**config.mk**
```make
export PLATFORM = sky130hd
export DESIGN_NAME = lzrw1_item_unpacker
export DESIGN_NICKNAME = d
export VERILOG_FILES = /design/src/rtl/lzrw1_item_unpacker.sv
export SDC_FILE = /design/constraint.sdc
export NUM_CORES = 1
export LEC_CHECK = 0
export ABC_AREA = 1
export ABC_CLOCK_PERIOD_IN_PS = 1400
export CAP_MARGIN = 30
export CORE_ASPECT_RATIO = 0.5
export CORE_MARGIN = 2
export CORE_UTILIZATION = 28
export CTS_CLUSTER_SIZE = 24
export DETAILED_ROUTE_END_ITERATION = 16
export MAX_ROUTING_LAYER = met4
export PLACE_DENSITY = 0.49
export SLEW_MARGIN = 20
export SYNTH_ARGS = -nofsm -noshare
export SYNTH_HDL_FRONTEND = slang
export SYNTH_SLANG_ARGS = --single-unit
```
**constraint.sdc**
```tcl
create_clock -name clock -period 1.4 [get_ports clock]
set_input_delay 0.42 -clock clock [delete_from_list [all_inputs] [get_ports clock]]
set_output_delay 0.42 -clock clock [all_outputs]
set_load 0.05 [all_outputs]
```
**src/rtl/lzrw1_item_unpacker.sv**
```systemverilog
// Splits a raw LZRW1 byte stream (16-bit control word + up to ITEMS_PER_GROUP items)
// into one 16-bit item per transfer with a literal/copy flag for the decompressor.
module lzrw1_item_unpacker #(
  parameter int ITEMS_PER_GROUP = 16,
  parameter bit CW_MSB_FIRST    = 1'b0
) (
  input  logic        clock,
  input  logic        reset,
  input  logic [7:0]  in_byte,
  input  logic        in_valid,
  input  logic        in_last,
  output logic        in_ready,
  output logic [15:0] item_data,
  output logic        item_flag,
  output logic        item_valid,
  input  logic        dec_busy,
  output logic        stream_done,
  output logic        format_error
);

  localparam logic [2:0] CW_LO   = 3'd0;
  localparam logic [2:0] CW_HI   = 3'd1;
  localparam logic [2:0] ITEM_B0 = 3'd2;
  localparam logic [2:0] ITEM_B1 = 3'd3;
  localparam logic [2:0] PRESENT = 3'd4;
  localparam logic [2:0] HOLDOFF = 3'd5;
  localparam logic [2:0] ERROR   = 3'd6;

  localparam logic [3:0] LAST_IDX = 4'(ITEMS_PER_GROUP - 1);

  logic [2:0]  state;
  logic [15:0] cw;
  logic [3:0]  item_idx;
  logic        last_seen;
  logic        accept;
  logic [3:0]  sel_idx;
  logic        cw_bit;

  // in_ready is gated by reset so every output reads 0 while reset is held low
  assign in_ready     = reset && ((state == CW_LO) || (state == CW_HI) ||
                                  (state == ITEM_B0) || (state == ITEM_B1));
  assign item_valid   = (state == PRESENT);
  assign stream_done  = (state == HOLDOFF) && last_seen;
  assign format_error = (state == ERROR);
  assign accept       = in_valid && in_ready;
  assign sel_idx      = CW_MSB_FIRST ? (4'd15 - item_idx) : item_idx;
  assign cw_bit       = cw[sel_idx];

  always_ff @(posedge clock or negedge reset) begin
    if (!reset) begin
      state     <= CW_LO;
      cw        <= 16'h0000;
      item_idx  <= 4'd0;
      last_seen <= 1'b0;
      item_data <= 16'h0000;
      item_flag <= 1'b0;
    end else begin
      case (state)
        CW_LO: begin
          if (accept) begin
            if (in_last) begin
              state <= ERROR;
            end else begin
              cw[7:0] <= in_byte;
              state   <= CW_HI;
            end
          end
        end
        CW_HI: begin
          if (accept) begin
            if (in_last) begin
              state <= ERROR;
            end else begin
              cw[15:8] <= in_byte;
              item_idx <= 4'd0;
              state    <= ITEM_B0;
            end
          end
        end
        ITEM_B0: begin
          if (accept) begin
            item_flag <= cw_bit;
            if (!cw_bit) begin
              item_data <= {8'h00, in_byte};
              last_seen <= in_last;
              state     <= PRESENT;
            end else if (in_last) begin
              state <= ERROR;
            end else begin
              item_data[15:8] <= in_byte;
              state           <= ITEM_B1;
            end
          end
        end
        ITEM_B1: begin
          if (accept) begin
            item_data[7:0] <= in_byte;
            last_seen      <= in_last;
            state          <= PRESENT;
          end
        end
        PRESENT: begin
          if (!dec_busy) begin
            state <= HOLDOFF;
          end
        end
        // One idle cycle lets the decompressor raise busy before the next item
        HOLDOFF: begin
          if (last_seen) begin
            last_seen <= 1'b0;
            state     <= CW_LO;
          end else if (item_idx == LAST_IDX) begin
            state <= CW_LO;
          end else begin
            item_idx <= item_idx + 4'd1;
            state    <= ITEM_B0;
          end
        end
        ERROR: begin
          state <= ERROR;
        end
        default: begin
          state <= CW_LO;
        end
      endcase
    end
  end

endmodule

```
### After elaboration in Yosys (flattened, before gate mapping)

Index checks and enable logic that the tools add are counted.

* add/subtract/negate cells: 1
* $lt $le $gt $ge: 1
* equal/unequal tests: 17
* mux-type cells: 29
* bitwise logic cells: 1
* reduce and logical (&&, ||, !) cells: 18

Operators with widths (count)
* 2-to-1 mux 8 bit: 5
* 2-to-1 mux 3 bit: 9
* one-hot mux 3 bit (7 select lines): 1
* inequality test 2 bit (second input constant): 10
* 2-to-1 mux 4 bit: 4
* one-hot mux 8 bit (2 select lines): 1
* AND reduction 5 bit: 2
* equality test 3 bit (second input constant): 3
* AND reduction 3 bit: 3
* one-hot mux 4 bit (2 select lines): 1
* AND reduction 4 bit: 2
* equality test 3 x 2 -> 1 bit (second input constant): 2
* < comparator 4 x 5 -> 1 bit (second input constant): 1
* adder 4 x 1 -> 4 bit (second input constant): 1
* binary-select mux 1 bit (select 4 bit): 1
* equality test 4 bit (second input constant): 1
* 2-to-1 mux 1 bit: 4
* 2-to-1 mux 2 bit: 2
* nonzero test 2 bit: 2
* equality test 3 x 1 -> 1 bit (second input constant): 1
* logical AND 1 bit: 3
* zero test 3 bit: 1
* logical OR 1 bit: 3
* one-hot mux 1 bit (3 select lines): 1
* other kinds (3): 3

* register bits: 41
* output and inout port bits: 21
* word-level logic and storage cells: 75

### Longest topological paths before layout

* word-level depth: 8
* gate-level depth with buffers: 12
* gate-level depth less buffers: 12

### Worst setup path before layout

OpenSTA, ideal clock, no wires.

* path type: register to register
* start: register state[0]
* end: register state[1]
* library setup time: 127 ps
* arrival: 1879 ps
* setup slack: -606 ps
* stages on the path, launching flop included: 10
* period minus slack after synthesis: 2006 ps
* path through: dfrtp_1 buf_2 inv_1 nand2_1 nor2_1 nand2_1 o21ai_0 inv_2 nand2_1 o21ai_1

RTL lines
* start, declared: RTL line 31 `logic [2:0] state;`
* start signal, assigned: RTL line 51 `state <= CW_LO;`
* start signal, assigned: RTL line 62 `state <= ERROR;`
* start signal, assigned: RTL line 65 `state <= CW_HI;`
* equality test 3 bit (*)
* net item_valid: RTL line 15 `output logic item_valid,`
* inequality test 2 bit (no source line)
* AND reduction 5 bit (no source line)

Mark *: on every way through the listed nets, which the timed path passes. The rest lies on a longest branch.
A chain may end at the register's enable or synchronous reset.

### Worst setup path in the final report

* start: register state[2]
* end: output port stream_done

* longest elaborated chain between the ends: 2

Ends and longest elaborated chain
* equality test 3 bit: RTL line 43 `assign stream_done = (state == HOLDOFF) && last_seen;`
* logical AND 1 bit: RTL line 43
* end, declared: RTL line 17 `output logic stream_done,`

Every way passes these cells.

==> results.json <==
{
  "wl_per_cell_um": 14.0,
  "clkSinkCount": 41,
  "routed_wl_um": 6190,
  "p_int_mw": 5.52,
  "cpMostUsedCell": "nor2_4",
  "criticalPathCategory": "register to output pin",
  "synth_fa_ha_area_frac": 0.00607,
  "synth_mux_area_frac": 0,
  "layout-drive-gt1-share": 0.588,
  "grt_pass1_vias": 2035,
  "layout_commonest_cell": "buf_4",
  "clock_skew_ns": 0.00477,
  "synth-xor-area-share": 0,
  "synth.distinct_cells": 24,
  "numCtsBuffers": 5,
  "clk_path_buf_depth": 2,
  "maxSlewViolCount": 0,
  "grt_max_degree": 42,
  "grt_pass1_wl_um": 10200,
  "die_y_um": 64.7,
  "critical_path.top_delay_family": "flip-flops",
  "synthSimpleGateAreaFrac": 0.290,
  "finalHoldViolCount": 0,
  "rsz0062_at_grt": "yes",
  "first_pass_iters": 4,
  "core_area_mm2": 0.00724,
  "max-cap-violations": 0,
  "synth_top_family_by_area": "simple AND/OR/NAND/NOR gates",
  "vias_per_cell": 4.42,
  "cp.arrival_ns": 1.25,
  "place_ws_ns": -0.390,
  "vdd_drop_max_mv": 0.808,
  "p_per_area_mw_per_mm2": 2520,
  "ant_nets": 0,
  "multiInputGateArea_mm2": 0.00128,
  "ff2ff_setup_slack_ns": -0.24,
  "tightest_slew_ns": 0.534,
  "setup_viol_count_final": 45,
  "p_sw_mw": 4.11,
  "final_cell_mix": "buf_4 (42), dfrtp_1 (37), nand2_1 (36), nand2_2 (32)",
  "area_growth_pct": 85.8,
  "fillCellCount": 634,
  "finalPower_mw": 9.64,
  "synth_warnings": 0,
  "status": "finished with violations",
  "cts_tree": "done",
  "instances_no_fill": 441,
  "synth_area_mm2": 0.00206,
  "synth_cells": 244,
  "failed_checks": "setup timing",
  "insertedDiodeCount": 0,
  "leakage_nw": 1.78,
  "ctsRootBufferMaster": "clkbuf_16",
  "pwr-share-comb": 0.607,
  "power_switching_share": 0.427,
  "synth-seq-cells": 41,
  "ys_seq_area_frac": 0.498,
  "overflow": 0,
  "dp.cells": 400,
  "start_kind": "register",
  "portBuffers": 33,
  "die_area_mm2": 0.00810,
  "synth_nets": 258,
  "synth_compound_area_frac": 0.123,
  "rows": 22,
  "initial_utilization": 0.285,
  "avgSynthCellArea_um2": 8.45,
  "endpoint_kind": "output pin",
  "grt_util_all_layers": 0.167,
  "ios": 34,
  "fin_tns_setup_ns": -7.03,
  "drtIter0Drc": 139,
  "path_buf_inv": 4,
  "hpwl_um": 3620,
  "htreeDepth": 2,
  "vias": 1948,
  "period_share": 1.19,
  "hold_path.class": "input port to async pin",
  "max-slew-margin-rel": 0.644,
  "seq_area_mm2": 0.00103,
  "period_needed_ns": 1.67,
  "clock_power_share": 0.138,
  "critPathMaxStageDelay_ns": 0.39,
  "critical-path-slowest-cell": "dfrtp_2",
  "antenna_found_initial": 0,
  "timing.fmax_mhz": 600,
  "nets": 358,
  "setup_slack_ns": -0.267,
  "crit_chain": "buf_6, inv_4, nor2_4, inv_2, nor2_4, buf_12",
  "die_w_um": 125,
  "worstPathMaxFanout": 3,
  "postCtsHoldBufs": 0,
  "seqPwrFrac": 0.255,
  "crit_required_ns": 0.98,
  "path_clk_slew_ns": 0.06,
  "drc": 0,
  "place.gp.congestion": 0.865,
  "clock_latency_ns": 0.29
}
-- final cells by class --
| type | count | area share |
|---|---|---|
| sequential | 41 | 0.269 |
| inverter | 30 | 0.0314 |
| timing repair buffer | 95 | 0.290 |
| clock inverter | 2 | 0.0101 |
| tap | 96 | 0.0314 |
| clock buffer | 6 | 0.0337 |
| multi-input combinational | 171 | 0.335 |
-- registers in the layout, indices dropped and copies added (netlist names) --
register,count
last_seen,1
item_idx,4
item_data,16
state,3
item_flag,1
cw,16
-- final timing paths --
path	startpoint	to	cells past startpoint
min in group clock	cw[9]	cw[9]	2
min reg2reg	cw[9]	cw[9]	2
max reg2reg	item_idx[0]	item_idx[3]	10
max	state[2]	stream_done	6
max in group asynchronous	reset	item_idx[1]	2
min	reset	state[2]	2
-- through the flow --
step,hold slack (ns),utilization,area (um2)
5_1_grt,0.274,0.529,3830
4_1_cts,0.244,0.507,3670
6_report,0.222,0.529,3830
3_3_place_gp,0.470,0.408,2960
3_5_place_dp,0.479,0.408,2960
2_1_floorplan,0.124,-,2110
-- Yosys cell counts --
master    n  area (um2)
nand2_1  75         282
dfrtp_1  41        1030
o21ai_0  28         140
inv_1    24        90.1
nor2_1   19        71.3
nand3_1   9        45.0
o21ai_2   8        70.1
inv_2     6        22.5
nand2_2   6        37.5
nand2_4   4        45.0
a21oi_1   3        15.0
a31oi_1   3        18.8
buf_6     3        33.8
nor2_2    3        18.8
nor3_4    2        32.5
o21ai_1   2        10.0
buf_12    1        20.0
buf_2     1        5.00
ha_1      1        12.5
nand3_2   1        10.0
nand3_4   1        17.5
nor2_4    1        11.3
nor3_1    1        5.00
nor4_4    1        21.3
-- per-layer routing --
layer / GRT usage / vias up / wire [um]
met5: - / - / 0
met4: 0.0403 / 0 / 36
met3: 0.0446 / 6 / 248
met2: 0.260 / 38 / 2910
met1: 0.220 / 919 / 3000
li1: - / 985 / -
-- power by group through the flow --
stage               clock [mW]  combinational (mW)  sequential [mW]
finish                    1.33                5.85             2.45
global route              1.42                6.25             2.52
CTS                       1.36                5.54             2.39
detailed placement           0                4.46             2.35
global placement             0                4.42             2.35
floorplan                    0                1.63             3.01
-- cell families after synthesis --
family                   after synthesis
buffers and inverters                 35
flip-flops                            41
adder cells (fa/ha/maj)                1
AO/OA/AOI/OAI                         44
AND/OR/NAND/NOR                      123
-- timing repair --
action                     CTS  global route
buffers inserted            23             5
resized for setup           91            36
setup endpoints to repair   44            45
cloned                       5             0
pin swaps                   19            25
-- worst reg2reg max path, stage by stage (launching register included) --
cell     delay (ns)
dfrtp_2        0.48
buf_6          0.15
ha_4           0.17
nand2_4        0.08
nor2_4         0.04
nor3_4         0.18
inv_2          0.08
nand2_4        0.12
nand2_4        0.06
o21ai_2        0.13
a21oi_2        0.04
No activity file was read; power rests on OpenSTA's default activity.
